<file path="src/rtl/vga_timing_pkg.sv">
// Shared VGA 640x480@60 timing header: line/frame geometry, sync polarity and coordinate widths.
// Room renderers import the same constants for their wall bounds.
package vga_timing_pkg;

  localparam int H_VIS   = 640;
  localparam int H_FP    = 16;
  localparam int H_SYNC  = 96;
  localparam int H_BP    = 48;
  localparam int H_TOTAL = H_VIS + H_FP + H_SYNC + H_BP;

  localparam int V_VIS   = 480;
  localparam int V_FP    = 10;
  localparam int V_SYNC  = 2;
  localparam int V_BP    = 33;
  localparam int V_TOTAL = V_VIS + V_FP + V_SYNC + V_BP;

  localparam int X_W   = 10;
  localparam int Y_W   = 9;
  localparam int CNT_W = 10;

  localparam logic SYNC_ACTIVE = 1'b0;

  typedef struct packed {
    logic hs;
    logic vs;
    logic bl;
  } sync_t;

  // Value every delay stage holds while in reset: syncs inactive, picture blanked.
  localparam sync_t SYNC_IDLE = '{hs: ~SYNC_ACTIVE, vs: ~SYNC_ACTIVE, bl: 1'b1};

  function automatic logic in_window(input logic [CNT_W-1:0] cnt,
                                     input logic [CNT_W-1:0] lo,
                                     input logic [CNT_W-1:0] hi);
    return (cnt >= lo) && (cnt < hi);
  endfunction

endpackage

</file>
<file path="src/rtl/vga_sync_delay.sv">
// Shift register that realigns hsync/vsync/blank with the registered room mapData.
// DEPTH=0 is a plain wire; every stage resets to the idle sync word.
module vga_sync_delay
  import vga_timing_pkg::*;
#(
  parameter int DEPTH = 1
) (
  input  logic  clk,
  input  logic  rst_n,
  input  sync_t din,
  output sync_t dout
);

  generate
    if (DEPTH == 0) begin : g_pass
      assign dout = din;
    end else begin : g_pipe
      sync_t stage [DEPTH];

      always_ff @(posedge clk) begin
        if (!rst_n) begin
          for (int i = 0; i < DEPTH; i++) stage[i] <= SYNC_IDLE;
        end else begin
          stage[0] <= din;
          for (int i = 1; i < DEPTH; i++) stage[i] <= stage[i-1];
        end
      end

      assign dout = stage[DEPTH-1];
    end
  endgenerate

endmodule

</file>
<file path="src/rtl/vga_sync_gen.sv">
// VGA timing generator: scan counters, saturated CurrentX/CurrentY, delayed sync/blank and frame_start.
// Optional frame counter output enabled by defining VGA_FRAME_COUNT_EN.
module vga_sync_gen #(
  parameter int PIPE_DLY = 1,
  parameter int H_VIS    = vga_timing_pkg::H_VIS,
  parameter int H_FP     = vga_timing_pkg::H_FP,
  parameter int H_SYNC   = vga_timing_pkg::H_SYNC,
  parameter int H_BP     = vga_timing_pkg::H_BP,
  parameter int V_VIS    = vga_timing_pkg::V_VIS,
  parameter int V_FP     = vga_timing_pkg::V_FP,
  parameter int V_SYNC   = vga_timing_pkg::V_SYNC,
  parameter int V_BP     = vga_timing_pkg::V_BP
) (
  input  logic                          clk_vga,
  input  logic                          rst_n,
  output logic [vga_timing_pkg::X_W-1:0] CurrentX,
  output logic [vga_timing_pkg::Y_W-1:0] CurrentY,
  output logic                          hsync,
  output logic                          vsync,
  output logic                          blank,
  output logic                          frame_start
`ifdef VGA_FRAME_COUNT_EN
  ,
  output logic [15:0]                   frame_cnt
`endif
);

  import vga_timing_pkg::*;

  localparam logic [CNT_W-1:0] H_LAST   = CNT_W'(H_VIS + H_FP + H_SYNC + H_BP - 1);
  localparam logic [CNT_W-1:0] V_LAST   = CNT_W'(V_VIS + V_FP + V_SYNC + V_BP - 1);
  localparam logic [CNT_W-1:0] H_VIS_C  = CNT_W'(H_VIS);
  localparam logic [CNT_W-1:0] V_VIS_C  = CNT_W'(V_VIS);
  localparam logic [CNT_W-1:0] HS_START = CNT_W'(H_VIS + H_FP);
  localparam logic [CNT_W-1:0] HS_END   = CNT_W'(H_VIS + H_FP + H_SYNC);
  localparam logic [CNT_W-1:0] VS_START = CNT_W'(V_VIS + V_FP);
  localparam logic [CNT_W-1:0] VS_END   = CNT_W'(V_VIS + V_FP + V_SYNC);
  localparam logic [X_W-1:0]   X_MAX    = X_W'(H_VIS - 1);
  localparam logic [Y_W-1:0]   Y_MAX    = Y_W'(V_VIS - 1);

  logic [CNT_W-1:0] hcnt;
  logic [CNT_W-1:0] vcnt;
  logic [CNT_W-1:0] hcnt_nxt;
  logic [CNT_W-1:0] vcnt_nxt;
  logic             line_end;
  logic             frame_end;
  sync_t            sync_raw;
  sync_t            sync_dly;

  always_comb begin
    line_end  = (hcnt == H_LAST);
    frame_end = line_end && (vcnt == V_LAST);
    hcnt_nxt  = line_end ? '0 : hcnt + CNT_W'(1);
    vcnt_nxt  = vcnt;
    if (frame_end)     vcnt_nxt = '0;
    else if (line_end) vcnt_nxt = vcnt + CNT_W'(1);
  end

  // Coordinates are loaded from the next counter values so they change in the same cycle as the counters.
  always_ff @(posedge clk_vga) begin
    if (!rst_n) begin
      hcnt        <= '0;
      vcnt        <= '0;
      CurrentX    <= '0;
      CurrentY    <= '0;
      frame_start <= 1'b0;
    end else begin
      hcnt        <= hcnt_nxt;
      vcnt        <= vcnt_nxt;
      CurrentX    <= (hcnt_nxt < H_VIS_C) ? hcnt_nxt : X_MAX;
      CurrentY    <= (vcnt_nxt < V_VIS_C) ? vcnt_nxt[Y_W-1:0] : Y_MAX;
      frame_start <= frame_end;
    end
  end

  always_comb begin
    sync_raw.hs = in_window(hcnt, HS_START, HS_END) ? SYNC_ACTIVE : ~SYNC_ACTIVE;
    sync_raw.vs = in_window(vcnt, VS_START, VS_END) ? SYNC_ACTIVE : ~SYNC_ACTIVE;
    sync_raw.bl = (hcnt >= H_VIS_C) || (vcnt >= V_VIS_C);
  end

  vga_sync_delay #(
    .DEPTH (PIPE_DLY)
  ) u_delay (
    .clk   (clk_vga),
    .rst_n (rst_n),
    .din   (sync_raw),
    .dout  (sync_dly)
  );

  assign hsync = sync_dly.hs;
  assign vsync = sync_dly.vs;
  assign blank = sync_dly.bl;

`ifdef VGA_FRAME_COUNT_EN
  always_ff @(posedge clk_vga) begin
    if (!rst_n)         frame_cnt <= '0;
    else if (frame_end) frame_cnt <= frame_cnt + 16'd1;
  end
`endif

endmodule

</file>
<file path="config.mk">
export PLATFORM = sky130hd
export DESIGN_NAME = vga_sync_gen
export DESIGN_NICKNAME = d
export VERILOG_FILES = /design/src/rtl/vga_timing_pkg.sv /design/src/rtl/vga_sync_delay.sv /design/src/rtl/vga_sync_gen.sv
export SDC_FILE = /design/constraint.sdc
export NUM_CORES = 1
export LEC_CHECK = 0
export ABC_CLOCK_PERIOD_IN_PS = 3200
export CAP_MARGIN = 25
export CORE_ASPECT_RATIO = 0.9
export CORE_MARGIN = 2
export CORE_UTILIZATION = 49
export DETAILED_ROUTE_END_ITERATION = 10
export MAX_ROUTING_LAYER = met4
export PLACE_DENSITY = 0.8
export SLEW_MARGIN = 25
export SYNTH_ARGS = -nofsm -noshare
export SYNTH_HDL_FRONTEND = slang
export SYNTH_HIERARCHICAL = 1
export SYNTH_SLANG_ARGS = --single-unit
</file>
<file path="constraint.sdc">
create_clock -name clk_vga -period 3.2 [get_ports clk_vga]
set_clock_uncertainty 0.1 [all_clocks]
set_input_delay 0.96 -clock clk_vga [delete_from_list [all_inputs] [get_ports clk_vga]]
set_output_delay 0.96 -clock clk_vga [all_outputs]
set_load 0.02 [all_outputs]
</file>
==> flow_summary.toml <==
[worst_setup_path]
critPathBufInv = 0
ff2ff_setup_slack_ns = 0.79
cp_max_fo = 9
timing.rr.start = "hcnt[0]"
crit_chain = "ha_1, nand3_1, or4_4, o21a_1, nor2_4, and4bb_1"
worstSetupStartpointType = "register"
reg2reg_depth = 6
r2r_end = "CurrentY[5]"
arrival_ns = 2.55
slowest_delay_ns = 0.67
cp.depth = 6
crit_slowest_cell = "or4_4"
crit_type = "register to register"
critPathCaptureType = "register"
crit_family = "simple AND/OR/NAND/NOR gates"
crit_required_ns = 3.34

[cells_and_area]
layout-drive-gt1-share = 0.0676
area_delta_synth_final_pct = 21.9
nets = 213
final_cells = 251
antenna_cells = 0

[floorplanning]
boundaryPins = 25
die_area_um2 = 3990
start_util = 0.511
die_w_um = 66.3
rows = 20
coreArea_um2 = 3350
chipHeight_um = 60.1

[synth]
avgSynthCellArea_um2 = 9.58
synth_area_um2 = 1710
async_flop_share = 0
synth-main-ff-cell = "dfxtp_1"
synth_edf_count = 0
synthesis.nets = 186
synth_cell_types = 42
syn_inst = 179
seq_area_frac_synth = 0.491
synth_warnings = 6
ys_ff_latch = 42

[place]
place_inst = 243
place_congestion = 0.832
place_ws_ns = 0.680
port-buffer-count = 24
dpl.hpwl_mm = 2.14

[routing]
wl_per_cell_um = 12.0
drt-total-wl_mm = 3.01
vias_per_cell = 5.15
drt_first_pass_iters = 5
dr.first_iter.drc_count = 78
vias = 1293
ant_nets = 0
drc = 0

[clock_network]
cts_sinks = 42
cts_setup_buffers = 0
postCtsHoldBufs = 0
clk_pin_slew_ns = 0.07
cts_resized = 0
htreeDepth = 2
cts_buffer_depth = 2
worstSkewPairLatency_ns = 0.29
cts_made_buffers = 5
cts-root-buf = "clkbuf_8"
cts_tree = "yes"

[power_and_ir_drop]
p_per_area_nw_per_um2 = 460
p_leak_nw = 0.737
vdd_drop_max_mv = 0.263

[hold_path]
hold_path.class = "register to register"
min_path_cells = 1
hold-path-endpoint = "hcnt[0]"
min_from = "hcnt[0]"

[sta]
tightestPinTransition_ns = 0.603
max_freq_mhz = 415
slew_headroom = 0.595
layout_setup_ws_ns = 0.792
setup_tns_ns = 0
setup_viol = 0
fin_crit_sh = 0.753
post-route-min-period_ns = 2.41
hold_violations = 0
drv_slew = 0
rsz0062_at_grt = "false"

[grt]
grt_pass1_vias = 1056
gr-total-overflow = 0
antenna_found_initial = 0
grt_pass1_wl_mm = 4.97
grtUsageTotal = 0.175
grt_start_max_net_pins = 19

[run_status]
status = "completed"

[job]
cap_violations = 0
## worst max path at each step
| stage | start | to | slack, ns |
|---|---|---|---|
| 2_1_floorplan | hcnt[4] | CurrentY[5] | 0.93 |
| 3_3_place_gp | rst_n | CurrentX[6] | 0.73 |
| 3_5_place_dp | rst_n | CurrentY[5] | 0.68 |
| 4_1_cts | CurrentX[9] | CurrentX[9] | 0.79 |
| 5_1_grt | hcnt[0] | CurrentY[5] | 0.66 |
| 6_report | hcnt[0] | CurrentY[5] | 0.79 |
## cell type report
class / count / area [um^2]
multi-input cells: 128 / 828
flip-flops and latches: 42 / 841
well taps: 44 / 55.1
clock buffers: 7 / 76.3
fillers: 297 / 1260
clock inverters: 1 / 30.0
inverters: 5 / 18.8
repair buffers: 24 / 240
## per-stage QoR
stage | power, mW | area (um^2) | util | hold WS (ns)
after floorplan | 0.563 | 1710 | - | 0.346
after global placement | 0.576 | 1980 | 0.591 | 0.384
after detailed placement | 0.577 | 1980 | 0.591 | 0.391
after CTS | 0.976 | 2090 | 0.623 | 0.408
after global routing | 0.996 | 2090 | 0.623 | 0.456
final | 0.961 | 2090 | 0.623 | 0.406
## layout by cell type (no fill, tap or decap), drive strengths merged, types with 2 or more instances in the layout
cell type      synthesis  final
nand2b                 4      4
inv                    4      4
o21ai                  9      9
xor2                   5      5
a21oi                  3      3
ha                     5      5
nand3                  8      8
nor2                  26     26
dfxtp                 42     42
a31oi                  5      5
nor2b                  2      2
nand4b                 3      3
and3                   4      4
nand2                 15     15
clkdlybuf4s50          0     24
nor4                   2      2
clkbuf                 2      7
nor3                   7      7
xnor2                  9      9
and4                   2      2
o21a                   3      3
## state kept, by name (all words and copies together), names as in the netlist
register and flops:
hcnt 9, vcnt 10, CurrentX 10, u_delay/g_pipe.stage 3, frame_start 1, CurrentY 9
## cells in the mapped netlist, types with 2 or more instances
cell type / n / area (um^2)
dfxtp_1: 42 / 841
nor2_1: 25 / 93.8
nand2_1: 15 / 56.3
o21ai_0: 9 / 45.0
xnor2_1: 9 / 78.8
nand3_1: 8 / 40.0
a31oi_1: 5 / 31.3
ha_1: 5 / 62.6
nor3_1: 5 / 25.0
xor2_1: 5 / 43.8
and3_1: 4 / 25.0
inv_1: 4 / 15.0
nand2b_1: 4 / 25.0
a21oi_1: 3 / 15.0
nand4b_1: 3 / 26.3
and4_1: 2 / 17.5
clkbuf_1: 2 / 7.51
nor2b_1: 2 / 12.5
nor3_2: 2 / 20.0
nor4_1: 2 / 12.5
o21a_1: 2 / 15.0
## layer usage
layer  vias up  GRT usage  share of wire
met3         7     0.0452          0.066
met4         0      0.105          0.026
li1        674          -              -
met2        48      0.204           0.40
met1       564      0.260           0.51
met5         -          -              0
## logic make-up after synthesis
family / share of synthesized area
xor+xnor: 0.0715
fa+ha+maj: 0.0365
buf+inv: 0.0263
compound gates: 0.107
flops: 0.491
simple gates: 0.263
mux: 0.00584
## power by group
part / leakage (nW) / internal, mW / switching (mW) / total (mW)
clock: 0.0524 / 0.233 / 0.163 / 0.396
sequential: 0.340 / 0.529 / 0.00517 / 0.535
combinational: 0.345 / 0.0125 / 0.0179 / 0.0304
Note: power is estimated with default switching activity, not from simulation.
